### src/rtl/sft_in_reader_if.sv
// sft_in_reader_if: board-side shift-register pins plus the
// debounced value/strobe bundle seen by the register/TWI side.
interface sft_in_reader_if #(
    parameter int WIDTH = 8
);
    logic             en;
    logic             sft_q;
    logic             sft_pl_n;
    logic             sft_cp;
    logic [WIDTH-1:0] dout;
    logic             dout_vld;
    logic             busy;
    logic             irq;
    logic             irq_clr;

    modport master (
        input  en,
        input  sft_q,
        input  irq_clr,
        output sft_pl_n,
        output sft_cp,
        output dout,
        output dout_vld,
        output busy,
        output irq
    );

    modport slave (
        output en,
        output sft_q,
        output irq_clr,
        input  sft_pl_n,
        input  sft_cp,
        input  dout,
        input  dout_vld,
        input  busy,
        input  irq
    );
endinterface

### src/rtl/sft_in_reader.sv
// sft_in_reader: continuous 74HC165-style scanner with scan-to-scan
// debounce. Define SFT_IN_READER_IRQ_EN for the sticky irq flag.
module sft_in_reader #(
    parameter int WIDTH    = 8,
    parameter int CLK_DIV  = 4,
    parameter int DEBOUNCE = 3,
    parameter int SCAN_GAP = 16
) (
    input logic            clk,
    input logic            rst,
    sft_in_reader_if.master bus
);

    localparam int CMAX = (CLK_DIV > SCAN_GAP) ? CLK_DIV : SCAN_GAP;
    localparam int CW   = $clog2(CMAX + 1);
    localparam int BW   = (WIDTH > 1) ? $clog2(WIDTH) : 1;
    localparam int SW   = $clog2(DEBOUNCE + 1);

    localparam logic [CW-1:0] DIV_LAST = CW'(CLK_DIV - 1);
    localparam logic [CW-1:0] GAP_LAST = CW'(SCAN_GAP - 1);
    localparam logic [BW-1:0] BIT_LAST = BW'(WIDTH - 1);
    localparam logic [SW-1:0] DEB_MAX  = SW'(DEBOUNCE);

    typedef enum logic [2:0] {
        IDLE,
        LOAD,
        SHIFT,
        EVAL,
        GAP
    } state_t;

    state_t           state_q;
    logic [CW-1:0]    cnt_q;
    logic [BW-1:0]    bit_q;
    logic             phase_q;
    logic [WIDTH-1:0] raw_q;
    logic [WIDTH-1:0] last_raw_q;
    logic [WIDTH-1:0] dout_q;
    logic [SW-1:0]    stable_cnt_q;
    logic [SW-1:0]    stable_cnt_d;
    logic             commit_d;
    logic             sync1_q;
    logic             sync2_q;
    logic             pl_n_q;
    logic             cp_q;
    logic             vld_q;
    logic             busy_q;

    // Two-flop synchroniser for the asynchronous serial input.
    always_ff @(posedge clk or posedge rst) begin
        if (rst) begin
            sync1_q <= 1'b0;
            sync2_q <= 1'b0;
        end else begin
            sync1_q <= bus.sft_q;
            sync2_q <= sync1_q;
        end
    end

    // Debounce outcome of the scan held in raw_q, used in EVAL.
    always_comb begin
        stable_cnt_d = stable_cnt_q;
        if (raw_q == last_raw_q) begin
            if (stable_cnt_q != DEB_MAX) begin
                stable_cnt_d = stable_cnt_q + SW'(1);
            end
        end else begin
            stable_cnt_d = SW'(1);
        end
        commit_d = (stable_cnt_d == DEB_MAX) && (raw_q != dout_q);
    end

    // Scan sequencer with registered pin, value and strobe outputs.
    always_ff @(posedge clk or posedge rst) begin
        if (rst) begin
            state_q      <= IDLE;
            cnt_q        <= '0;
            bit_q        <= '0;
            phase_q      <= 1'b0;
            raw_q        <= '0;
            last_raw_q   <= '0;
            dout_q       <= '0;
            stable_cnt_q <= '0;
            pl_n_q       <= 1'b1;
            cp_q         <= 1'b0;
            vld_q        <= 1'b0;
            busy_q       <= 1'b0;
        end else begin
            vld_q <= 1'b0;
            unique case (state_q)
                IDLE: begin
                    if (bus.en) begin
                        state_q <= LOAD;
                        cnt_q   <= '0;
                        pl_n_q  <= 1'b0;
                        busy_q  <= 1'b1;
                    end
                end
                LOAD: begin
                    if (cnt_q == DIV_LAST) begin
                        state_q <= SHIFT;
                        cnt_q   <= '0;
                        bit_q   <= '0;
                        phase_q <= 1'b0;
                        pl_n_q  <= 1'b1;
                    end else begin
                        cnt_q <= cnt_q + CW'(1);
                    end
                end
                SHIFT: begin
                    if (cnt_q == DIV_LAST) begin
                        cnt_q <= '0;
                        if (!phase_q) begin
                            raw_q   <= {raw_q[WIDTH-2:0], sync2_q};
                            phase_q <= 1'b1;
                            cp_q    <= 1'b1;
                        end else begin
                            phase_q <= 1'b0;
                            cp_q    <= 1'b0;
                            if (bit_q == BIT_LAST) begin
                                state_q <= EVAL;
                            end else begin
                                bit_q <= bit_q + BW'(1);
                            end
                        end
                    end else begin
                        cnt_q <= cnt_q + CW'(1);
                    end
                end
                EVAL: begin
                    last_raw_q   <= raw_q;
                    stable_cnt_q <= stable_cnt_d;
                    cnt_q        <= '0;
                    if (commit_d) begin
                        dout_q <= raw_q;
                        vld_q  <= 1'b1;
                    end
                    if (bus.en) begin
                        state_q <= GAP;
                    end else begin
                        state_q <= IDLE;
                        busy_q  <= 1'b0;
                    end
                end
                GAP: begin
                    if (cnt_q == GAP_LAST) begin
                        cnt_q <= '0;
                        if (bus.en) begin
                            state_q <= LOAD;
                            pl_n_q  <= 1'b0;
                        end else begin
                            state_q <= IDLE;
                            busy_q  <= 1'b0;
                        end
                    end else begin
                        cnt_q <= cnt_q + CW'(1);
                    end
                end
                default: begin
                    state_q <= IDLE;
                end
            endcase
        end
    end

    assign bus.sft_pl_n = pl_n_q;
    assign bus.sft_cp   = cp_q;
    assign bus.dout     = dout_q;
    assign bus.dout_vld = vld_q;
    assign bus.busy     = busy_q;

`ifdef SFT_IN_READER_IRQ_EN
    logic irq_q;

    // Sticky change flag; a new change beats a coincident clear.
    always_ff @(posedge clk or posedge rst) begin
        if (rst) begin
            irq_q <= 1'b0;
        end else if (state_q == EVAL && commit_d) begin
            irq_q <= 1'b1;
        end else if (bus.irq_clr) begin
            irq_q <= 1'b0;
        end
    end

    assign bus.irq = irq_q;
`else
    logic unused_irq_clr;

    assign unused_irq_clr = bus.irq_clr;
    assign bus.irq        = 1'b0;
`endif

endmodule
### src/flat_wrapper.sv
// flat-port wrapper written by rule: the top's interface ports become plain ports
module sft_in_reader_flat 
#(
    parameter int WIDTH    = 8,
    parameter int CLK_DIV  = 4,
    parameter int DEBOUNCE = 3,
    parameter int SCAN_GAP = 16
)
  (clk, rst, bus_en, bus_sft_q, bus_irq_clr, bus_sft_pl_n, bus_sft_cp, bus_dout, bus_dout_vld, bus_busy, bus_irq);
  sft_in_reader_if #(.WIDTH(WIDTH)) bus_i ();
  input logic clk;
  input logic rst;
  input wire logic [$bits(bus_i.en)-1:0] bus_en;
  input wire logic [$bits(bus_i.sft_q)-1:0] bus_sft_q;
  input wire logic [$bits(bus_i.irq_clr)-1:0] bus_irq_clr;
  output wire logic [$bits(bus_i.sft_pl_n)-1:0] bus_sft_pl_n;
  output wire logic [$bits(bus_i.sft_cp)-1:0] bus_sft_cp;
  output wire logic [$bits(bus_i.dout)-1:0] bus_dout;
  output wire logic [$bits(bus_i.dout_vld)-1:0] bus_dout_vld;
  output wire logic [$bits(bus_i.busy)-1:0] bus_busy;
  output wire logic [$bits(bus_i.irq)-1:0] bus_irq;
  assign bus_i.en = bus_en;
  assign bus_i.sft_q = bus_sft_q;
  assign bus_i.irq_clr = bus_irq_clr;
  assign bus_sft_pl_n = bus_i.sft_pl_n;
  assign bus_sft_cp = bus_i.sft_cp;
  assign bus_dout = bus_i.dout;
  assign bus_dout_vld = bus_i.dout_vld;
  assign bus_busy = bus_i.busy;
  assign bus_irq = bus_i.irq;
  sft_in_reader #(.WIDTH(WIDTH), .CLK_DIV(CLK_DIV), .DEBOUNCE(DEBOUNCE), .SCAN_GAP(SCAN_GAP)) u_core (.clk(clk), .rst(rst), .bus(bus_i));
endmodule
### config.mk
export PLATFORM = sky130hd
export DESIGN_NAME = sft_in_reader_flat
export DESIGN_NICKNAME = d
export VERILOG_FILES = /design/src/rtl/sft_in_reader_if.sv /design/src/rtl/sft_in_reader.sv /design/src/flat_wrapper.sv
export SDC_FILE = /design/constraint.sdc
export NUM_CORES = 1
export LEC_CHECK = 0
export ABC_AREA = 1
export CORE_ASPECT_RATIO = 1.2
export CORE_MARGIN = 1.5
export CORE_UTILIZATION = 57
export DETAILED_ROUTE_END_ITERATION = 10
export PLACE_DENSITY_LB_ADDON = 0.15
export SLEW_MARGIN = 20
export SYNTH_ARGS = -nofsm -noshare
export SYNTH_HDL_FRONTEND = slang
export SYNTH_SLANG_ARGS = --single-unit
export TNS_END_PERCENT = 50
### constraint.sdc
create_clock -name clk -period 2.7 [get_ports clk]
set_input_delay 0.54 -clock clk [delete_from_list [all_inputs] [get_ports clk]]
set_output_delay 0.54 -clock clk [all_outputs]
set_load 0.03 [all_outputs]
Word level (Yosys, flattened, before mapping)
Index checks and enable logic that the tools add are counted.
{"block": "totals", "register_bits": 44, "inputBits": 5, "out_inout_bits": 13}
{"block": "op_classes", "addsub": 3, "n_eq_ne": 18, "n_mux": 34, "n_bitwise": 1, "n_reduce_logical": 16}
{"cell": "$mux W3", "n": 11}
{"cell": "$pmux W5 S4", "n": 1}
{"cell": "$mux W5", "n": 3}
{"cell": "$pmux W3 S5", "n": 1}
{"cell": "$mux W1", "n": 12}
{"cell": "$reduce_and A3 Y1", "n": 4}
{"cell": "$ne A2 B1 Y1 const B", "n": 5}
{"cell": "$eq A8 B8 Y1", "n": 1}
{"cell": "$ne A8 B8 Y1", "n": 1}
{"cell": "$eq A3 B2 Y1 const B", "n": 2}
{"cell": "$eq A3 B3 Y1 const B", "n": 2}
{"cell": "$ne A2 B2 Y1 const B", "n": 3}
{"cell": "$pmux W1 S3", "n": 2}
{"cell": "$pmux W3 S2", "n": 1}
{"cell": "$reduce_and A2 Y1", "n": 3}
{"cell": "$reduce_and A6 Y1", "n": 1}
{"cell": "$reduce_bool A3 Y1", "n": 2}
{"cell": "$add A5 B1 Y5 const B", "n": 1}
{"cell": "$eq A5 B2 Y1 const B", "n": 1}
{"cell": "$eq A5 B4 Y1 const B", "n": 1}
{"cell": "$reduce_and A5 Y1", "n": 1}
{"cell": "$mux W2", "n": 2}
{"cell": "$reduce_bool A4 Y1", "n": 1}
{"cell": "$add A3 B1 Y3 const B", "n": 1}
{"cell": "9 further kinds", "n": 9}

Longest topological paths before layout
{"block": "logic_depth", "word_depth": 7, "mapped_depth": 10, "mapped_depth_nobuf": 10}

Worst setup path before layout
Ideal clock, no wire load.
{"block": "synth_timing", "path_type": "register to register", "startpoint": "reg u_core.cnt_q[0]", "endpoint": "reg u_core.state_q[1]", "arrival_ns": 1.473, "required_time_ns": 2.626, "slack_ns": 1.153, "stages_incl_launch_ff": 11, "path_buffers": 0, "synth_period_minus_slack_ns": 1.547, "cell_sequence": "dfrtp_1 ha_1 nand2_1 nor2_1 ha_1 or2_4 nand2_4 nor2_4 nand2_4 nand2_1 o21ai_2"}
{"block": "synth_via", "elab_chain_cells": 3}
{"element": "from (decl)", "line": "sft_in_reader.sv:33", "rtl": "logic [CW-1:0] cnt_q;"}
{"element": "from (signal assigned)", "line": "sft_in_reader.sv:107", "rtl": "cnt_q <= cnt_q + CW'(1);"}
{"element": "from (signal assigned)", "line": "sft_in_reader.sv:127", "rtl": "cnt_q <= cnt_q + CW'(1);"}
{"element": "from (signal assigned)", "line": "sft_in_reader.sv:156", "rtl": "cnt_q <= cnt_q + CW'(1);"}
{"element": "$eq A5 B2 Y1 or $eq A5 B4 Y1 (tied branches)", "line": "sft_in_reader.sv:100, sft_in_reader.sv:111, sft_in_reader.sv:146"}
{"element": "$ne A2 B1 Y1 (no source line)"}
{"element": "$reduce_and A6 Y1 (no source line) *"}
{"element": "to (signal assigned)", "line": "sft_in_reader.sv:93", "rtl": "state_q <= LOAD;"}
{"element": "to (signal assigned)", "line": "sft_in_reader.sv:101", "rtl": "state_q <= SHIFT;"}
{"element": "to (signal assigned)", "line": "sft_in_reader.sv:121", "rtl": "state_q <= EVAL;"}
{"element": "to (decl)", "line": "sft_in_reader.sv:32", "rtl": "state_t state_q;"}
Mark *: on every way between the ends. The rest lies on a longest branch, timed or not.
A chain may end at the register's enable or synchronous reset.

Final worst setup path
{"block": "layout_timing", "startpoint": "reg u_core.pl_n_q, in the netlist u_core.bus.sft_pl_n", "endpoint": "out bus_sft_pl_n"}
{"element": "from (decl)", "line": "sft_in_reader.sv:44", "rtl": "logic pl_n_q;"}
{"element": "from (signal assigned)", "line": "sft_in_reader.sv:84", "rtl": "pl_n_q <= 1'b1;"}
{"element": "from (signal assigned)", "line": "sft_in_reader.sv:95", "rtl": "pl_n_q <= 1'b0;"}
{"element": "from (signal assigned)", "line": "sft_in_reader.sv:105", "rtl": "pl_n_q <= 1'b1;"}
{"element": "to (decl)", "line": "flat_wrapper.sv:16", "rtl": "output wire logic [$bits(bus_i.sft_pl_n)-1:0] bus_sft_pl_n;"}
No word-level cell between the ends.

==> impl_metrics.toml <==
[outcome]
outcome = "complete, no violations"

[routing]
via_count = 1784
drtIter0Drc = 53
via_per_inst = 5.01
drt-total-wl_um = 4050
post-route-drc-count = 0
wl_per_cell_um = 11.4
drtAntennaViolNets = 0
first_pass_iters = 4

[final_layout]
area_growth_syn_to_layout_pct = 13.9
nFillCells = 350
nets = 311
antenna_cells = 0
multi_input_area_sq_um = 1000
area.sequential_sq_um = 1100
utilization_pct = 67.1
drive_gt1_share_pct = 11.6
fin_area_sq_um = 2620

[setup_path]
start_kind = "flip-flop"
crit_arrival_ns = 1.49
setup.worst_path.end_class = "output pin"
crit_family = "buffers and inverters"
critPathBufInv = 1
worst-path-stages = 1
worstSetupEndpoint = "bus_sft_pl_n"
path_cells = "clkdlybuf4s50_1"
r2r_start = "u_core.cnt_q[0]$_DFFE_PP0P_"
r2r_end = "u_core.raw_q[6]$_DFFE_PP0P_"
cp_slowest_cell = "clkdlybuf4s50_1"
slowest_delay_ns = 0.66
path_class = "flip-flop to output pin"
r2r_setup_slack_ns = 1.01
required_ns = 2.16
cp-startpoint = "u_core.bus.sft_pl_n$_DFFE_PP1P_"
worst-path-max-fanout = 2
reg2reg_depth = 5

[timing]
tightest_slew_ns = 0.785
slew_viol_final = 0
min_period_over_period_pct = 75.1
postLayoutSetupSlackWorst_ns = 0.672
max_slew_margin_pct = 47.3
period_minus_slack_ns = 2.03
tns_ns = 0
skew_ns = 0.00635
finalHoldViolCount = 0
grt_setup_unrepaired = "false"
clock.fmax_mhz = 493
setup_violations = 0

[floorplanning]
fp-row-count = 25
coreArea_sq_um = 3910
start_util_pct = 58.9
dieArea_sq_um = 4430
ioPinCount = 18
die_h_um = 72.6
die_w_um = 61.0

[clock_network]
cts_tree = "yes"
root_buffer = "clkbuf_8"
cts_buffers = 5
cts-resized-gates = 0
htreeDepth = 2
clk_latency_ns = 0.30
post_cts_buffers = 0
path_clk_slew_ns = 0.07
clock-sinks = 44
hold_buffers = 0
clock_path_buffers = 2

[global_route]
grt_overflow = 0
grt_pass1_wl_um = 7160
track_usage_pct = 21.8
grt_max_degree = 26
grt_antenna_before_repair = 0
first_global_vias = 1689

[synth]
yosys_warnings = 0
synth_edf_count = 0
async_reset_ff_share_pct = 100
ys_ff_latch = 44
synth_common_cells = "nand2_1 (90), dfrtp_1 (43), inv_1 (39)"
syn-instance-count = 282
synth_top_area_cell = "dfrtp_1"
synth_top_family_by_area = "simple AND/OR/NAND/NOR gates"
synth_xor_area_share_pct = 2.28
synth_mux_area_share_pct = 0
synth-simple-area-share_pct = 29.5
synth_area_leaders = "dfrtp_1 (47%), nand2_1 (15%), inv_1 (6.4%), o21ai_0 (5.4%), ha_1 (2.7%)"
synth_compound_area_share_pct = 8.86
yosysSeqAreaShare_pct = 47.9
yosysMostFrequentCell = "nand2_1"
yosys_most_used_dff = "dfrtp_1"
synth.distinct_cells = 34
syn_area_sq_um = 2300
synthesis.nets = 292
synth_top_area_share_pct = 46.7
synthAdderAreaFrac_pct = 2.72
avgSynthCellArea_sq_um = 8.16

[flow_run]
drv_cap = 0

[placement]
place_area_sq_um = 2510
hpwlAfterDp_um = 3000
place_ws_ns = 0.770
place.gp.congestion = 0.863
io_buffers = 15

[hold_path]
min_path_type = "flip-flop to flip-flop"

[pwr]
p_leak_nw = 1.28
ir_drop_mv = 0.552
power_density_nw_per_um2 = 945
-- per-layer routing --
layer | vias to the layer above | share of wire, % | track usage [%]
li1 | 922 | - | -
met1 | 838 | 44 | 26.3
met2 | 18 | 51 | 36.6
met3 | 6 | 2.5 | 4.96
met4 | 0 | 2.1 | 9.42
met5 | - | 0 | 0
-- sequential cells by signal, summed over array words and instances (netlist names) --
name                 count
u_core.bus.sft_cp        1
u_core.state_q           3
u_core.sync1_q           1
u_core.bus.busy          1
u_core.bus.sft_pl_n      1
u_core.bus.dout_vld      1
u_core.bit_q             3
u_core.bus.dout          8
u_core.last_raw_q        8
u_core.phase_q           1
u_core.stable_cnt_q      2
u_core.cnt_q             5
u_core.sync2_q           1
u_core.raw_q             8
-- worst min path at each step --
| stage | start | depth (start not counted) | slack, ns | endpoint |
|---|---|---|---|---|
| 2_1_floorplan | u_core.sync1_q$_DFF_PP0_ | 0 | 0.33 | u_core.sync2_q$_DFF_PP0_ |
| 3_3_place_gp | u_core.sync1_q$_DFF_PP0_ | 0 | 0.33 | u_core.sync2_q$_DFF_PP0_ |
| 3_5_place_dp | u_core.sync1_q$_DFF_PP0_ | 0 | 0.34 | u_core.sync2_q$_DFF_PP0_ |
| 4_1_cts | u_core.sync1_q$_DFF_PP0_ | 0 | 0.36 | u_core.sync2_q$_DFF_PP0_ |
| 5_1_grt | u_core.sync1_q$_DFF_PP0_ | 0 | 0.37 | u_core.sync2_q$_DFF_PP0_ |
| 6_report | u_core.sync1_q$_DFF_PP0_ | 0 | 0.36 | u_core.sync2_q$_DFF_PP0_ |
-- per-stage QoR --
step	std cells	total power, mW	hold slack [ns]
CTS	356	2.51	0.361
floorplan	282	1.77	0.331
finish	356	2.48	0.356
detailed placement	348	2.00	0.342
global placement	348	1.98	0.333
global route	356	2.69	0.366
-- worst register-to-register path, stage by stage (launching register included) --
cell and delay, ns:
dfrtp_1 0.40, ha_1 0.22, nand4_2 0.24, nor3_4 0.51, nand2_1 0.13, o21ai_0 0.11
-- report_power, final --
| part | internal (mW) | total, mW | switching, mW |
|---|---|---|---|
| clock | 0.275 | 0.494 | 0.219 |
| combinational | 0.368 | 1.07 | 0.700 |
| sequential | 0.792 | 0.916 | 0.124 |
| total | 1.43 | 2.48 | 1.04 |
-- cells in the final DEF, fill, tap and decap left out, types with 3 or more instances in the layout --
cell type | netlist | final
xnor2_1 | 4 | 4
nand2_2 | 5 | 5
o21ai_0 | 25 | 25
ha_1 | 5 | 5
nor2_1 | 10 | 10
nand2_1 | 90 | 90
nor2_4 | 3 | 3
dfrtp_1 | 43 | 43
nand3_1 | 12 | 12
clkdlybuf4s50_1 | 0 | 15
nor2_2 | 3 | 3
inv_2 | 5 | 5
clkbuf_8 | 0 | 5
nand4_1 | 10 | 10
inv_1 | 39 | 38
a21oi_1 | 5 | 5
-- logic make-up after synthesis --
logic type	Yosys count
buf+inv	49
other cells	1
simple gates	140
xor+xnor	6
fa+ha+maj	5
flops	44
compound gates	37
-- cell type report --
class / instances / area share, %
Clock buffer: 6 / 2.77
Clock inverter: 2 / 1.34
Tap cell: 54 / 2.58
Sequential cell: 44 / 42.0
Inverter: 44 / 6.30
Multi-Input combinational cell: 189 / 38.2
Timing Repair Buffer: 17 / 6.77
No activity file was read; power rests on OpenSTA's default activity.
